$ cat src/rtl/piso_tx.sv
// piso_tx -- parallel-in, serial-out transmitter.
//
// Accepts a WIDTH-bit word on a valid/ready handshake and shifts it out LSB
// first, one bit per clock. The next word can be accepted during the last bit,
// so back-to-back words stream with no idle cycle.
//
// Ports:
//   clk       clock, rising edge
//   rst       synchronous active-high reset
//   pi        parallel word to transmit
//   pi_valid  pi is valid
//   pi_ready  a word can be accepted this cycle (combinational)
//   so        serial data, LSB first
//   so_valid  so carries a word bit
//   so_last   so carries bit WIDTH-1 of the current word
//   busy      a word is being shifted
module piso_tx #(
    parameter int WIDTH = 4
) (
    input  logic             clk,
    input  logic             rst,
    input  logic [WIDTH-1:0] pi,
    input  logic             pi_valid,
    output logic             pi_ready,
    output logic             so,
    output logic             so_valid,
    output logic             so_last,
    output logic             busy
);

    localparam int CW = $clog2(WIDTH);
    localparam logic [CW-1:0] LAST = CW'(WIDTH - 1);

    typedef enum logic {IDLE, SHIFT} state_t;

    state_t           state;
    logic [WIDTH-1:0] sreg;
    logic [CW-1:0]    cnt;
    logic             xfer;

    // Ready during the last bit as well as in IDLE, so a new word can be
    // loaded on the same edge that retires the old one.
    assign pi_ready = !rst && ((state == IDLE) || (cnt == LAST));
    assign xfer     = pi_valid && pi_ready;

    // Outputs decode registered state only; no path from the inputs.
    assign busy     = (state == SHIFT);
    assign so       = busy && sreg[0];
    assign so_valid = busy;
    assign so_last  = busy && (cnt == LAST);

    always_ff @(posedge clk) begin
        if (rst) begin
            state <= IDLE;
            cnt   <= '0;
            sreg  <= '0;
        end else begin
            case (state)
                IDLE: begin
                    if (xfer) begin
                        sreg  <= pi;
                        cnt   <= '0;
                        state <= SHIFT;
                    end
                end
                SHIFT: begin
                    if (cnt != LAST) begin
                        sreg <= {1'b0, sreg[WIDTH-1:1]};
                        cnt  <= cnt + 1'b1;
                    end else if (xfer) begin
                        sreg <= pi;
                        cnt  <= '0;
                    end else begin
                        // Clearing sreg keeps so at 0 while idle.
                        sreg  <= '0;
                        cnt   <= '0;
                        state <= IDLE;
                    end
                end
                default: begin
                    state <= IDLE;
                    cnt   <= '0;
                    sreg  <= '0;
                end
            endcase
        end
    end

endmodule

$ cat config.mk
export PLATFORM = sky130hd
export DESIGN_NAME = piso_tx
export DESIGN_NICKNAME = d
export VERILOG_FILES = /design/src/rtl/piso_tx.sv
export SDC_FILE = /design/constraint.sdc
export NUM_CORES = 1
export LEC_CHECK = 0
export CAP_MARGIN = 20
export CORE_AREA = 2 2 39 41
export CTS_CLUSTER_SIZE = 8
export DETAILED_ROUTE_END_ITERATION = 8
export DIE_AREA = 0 0 41 43
export HOLD_SLACK_MARGIN = 0.08
export MAX_ROUTING_LAYER = met4
export PLACE_DENSITY = 0.61
export SLEW_MARGIN = 30
export SYNTH_ARGS = -nofsm -noshare
export SYNTH_HDL_FRONTEND = slang
export SYNTH_SLANG_ARGS = --single-unit
$ cat constraint.sdc
create_clock -name clk -period 1.6 [get_ports clk]
set_input_delay 0.24 -clock clk [delete_from_list [all_inputs] [get_ports clk]]
set_output_delay 0.24 -clock clk [all_outputs]
set_load 0.01 [all_outputs]
==> summary.txt <==
STA
  • Fin. max-slew vios: 0
  • Fin crit share: 96.1%
  • Worst setup margin: 62.1 ps
  • Relative slew slack: between 80% and 90%
  • # setup viols final: 0
  • Hold Vio Cnt, Final: 0
  • Fmax: 0.650 GHz
  • RSZ-0062 raised after global routing: no
  • WHS: between 500 and 600 ps
  • Worst Tran Pin Value: 263 ps
  • Tmin final: roughly 1500 ps
  • Worst Skew: between 0.8 and 0.9 ps
  • Fin Setup TNS: 0 ps

Synth
  • Post-synth EDFFs: 0
  • Cells after Synth: 42
  • Top cells by count, synth: 7 x dfxtp_1, 7 x nor2_1
  • Synth area leader: dfxtp_1
  • Ys Warns: 0
  • Register bit total from synthesis: 7
  • Syn Nets: 50
  • Mux contribution to synthesized area: 4.97%
  • Register area share after synthesis: 34.8%
  • Largest family of logic cells by synthesized area: compound AO/OA/AOI/OAI gates
  • Post-synth top flop: dfxtp_1
  • Share of synthesized registers carrying an async set or reset: 0%
  • Post-synthesis simple-gate area fraction: 23.9%
  • Synth Area in Compound Gates: 24.5%
  • Synth top area share: 34.8%
  • Synthesized area: 403 um2
  • Xor-xnor portion of the synthesized cell area: 0%
  • Netlist cell types: 19
  • Avg Inst Size Synth: ~9.6 um2
  • Main area contributors after synthesis: dfxtp_1 35%, a211oi_2 9.3%, nor2_1 6.5%, a32oi_1 6.5%, buf_6 5.6%
  • Post-synthesis adder-cell area fraction: 3.11%

Placement
  • Detailed placer's ending HPWL: 609 um
  • PortBufs: 11
  • DP Cell Count: 71
  • Dpl ws: 65.2 ps
  • RePlAce Congestion: 0.720

Floorplanning
  • # IOs: 12
  • Die X: between 40 and 50 um
  • Die ar.: 1760 um2
  • Die Y: 43 um
  • Core area: 1380 um2
  • Initial Util: 29.1%
  • Rows: 14

Global routing
  • Gr ovfl total: 0
  • Largest net degree at the start of global routing: 12
  • Vias in the first global route: 338
  • Total GRT Usage: a little under an eighth
  • First-pass GRT wire length: around 1300 um
  • Initial antenna violation count: 0

Clocking
  • Root buffer cell: clkbuf_4
  • Number of clock sinks: 7
  • H-tree Lvls: 1
  • Total setup buffers inserted after CTS: 0
  • Clock-pin slew on the worst setup and hold paths: 50 ps
  • Worst-skew pair later-pin latency: 250 ps
  • Clock tree buffer depth: 2
  • CTS buffer count: 3
  • CTS tree: done

Final layout
  • Synth-to-layout area growth: 43.5%
  • # fillers: 144
  • Share of cells above drive strength 1: approximately 27%
  • Nets: 68
  • Post-Layout Cell Count: 75
  • Antenna cells: 0

Setup path
  • Data arrival, critical path: ~1300 ps
  • Worst Path Max Fanout: 11
  • Critical Path Start Type: flip-flop
  • Worst setup EP type: primary output
  • FF-to-FF setup slack: between 300 and 400 ps
  • Kind of critical path: reg -> out
  • CP required: 1360 ps

Outcome
  • Outcome: complete, no violations

Route
  • DRT Pass-1 Iters: 4
  • Routed len/inst: 10.9 um
  • Post-route ant nets: 0
  • Post-Route WL: 816 um
  • Vias: 370
  • Drc violations: 0
  • DRT iter0 DRCs: 5
  • Vias/cell: 4.93

Power and ir drop
  • Total power: 0.450 mW
  • LEAKAGE: 0.237 nW
  • Pwr Density: 779 nW/um2
  • VDD IR max: ~0.00028 V

Run
  • Max-Cap Viols: 0

Min path
  • Hold crit path type: reg -> reg
==> power breakdown <==
group          switching (mW)  internal [mW]  leakage, nW
registers              0.0109          0.187       0.0584
clock network          0.0629         0.0950       0.0150
logic                  0.0384         0.0563        0.164
total                   0.112          0.338        0.237
==> worst max-delay path: stages, from the launching register on <==
cell and delay, ps:
dfxtp_4 400, buf_4 130, clkdlybuf4s50_1 520
==> path summary, 6_finish.rpt <==
kind           from  endpoint  depth (start not counted)
max            busy      busy                          2
min          cnt[0]    cnt[0]                          2
max reg2reg  cnt[0]   sreg[0]                          5
min reg2reg  cnt[0]    cnt[0]                          2
==> metrics by stage <==
step	utilization (%)	cell area, um2
global placement	39.2	543
detailed placement	39.2	543
global route	41.8	578
floorplan	-	403
CTS	41.0	568
finish	41.8	578
==> what timing repair did <==
| action | in CTS | in global routing |
|---|---|---|
| hold buffers | 0 | 0 |
| gates resized for setup | 3 | 5 |
| endpoints found under the setup margin | 5 | 4 |
==> layout make-up <==
| cell class | count | area, um2 | share of cell area, % |
|---|---|---|---|
| multi-input cells | 31 | 230 | 39.8 |
| repair buffers | 17 | 158 | 27.3 |
| flip-flops and latches | 7 | 144 | 24.9 |
| clock buffers | 4 | 26.3 | 4.55 |
| well taps | 16 | 20.0 | 3.46 |
==> routing by layer <==
layer  global-route usage [%]  wire length (um)
met5                        -                 0
met4                     6.00                 4
met3                     3.14                61
met2                     17.2               393
met1                     13.6               357
==> state kept, by name, indices dropped and copies added (netlist names) <==
name  count
busy      1
cnt       2
sreg      4
==> cells by family (layout without fill, tap and decap cells) <==
| group | Yosys count | in the layout |
|---|---|---|
| buf+inv | 4 | 21 |
| simple gates | 17 | 17 |
| compound gates | 11 | 11 |
| flops | 7 | 7 |
| mux | 2 | 2 |
| fa+ha+maj | 1 | 1 |
==> layout by cell type, fill, tap and decap left out, types with 2 or more instances in the layout <==
cell type	instances
a211oi_2	3
a32oi_1	3
and2_1	2
buf_4	6
clkbuf_4	3
clkdlybuf4s15_1	2
clkdlybuf4s50_1	8
dfxtp_1	6
mux2i_1	2
nor2_1	7
nor3_1	3
o21bai_1	3
(Power assumes the default switching activity.)
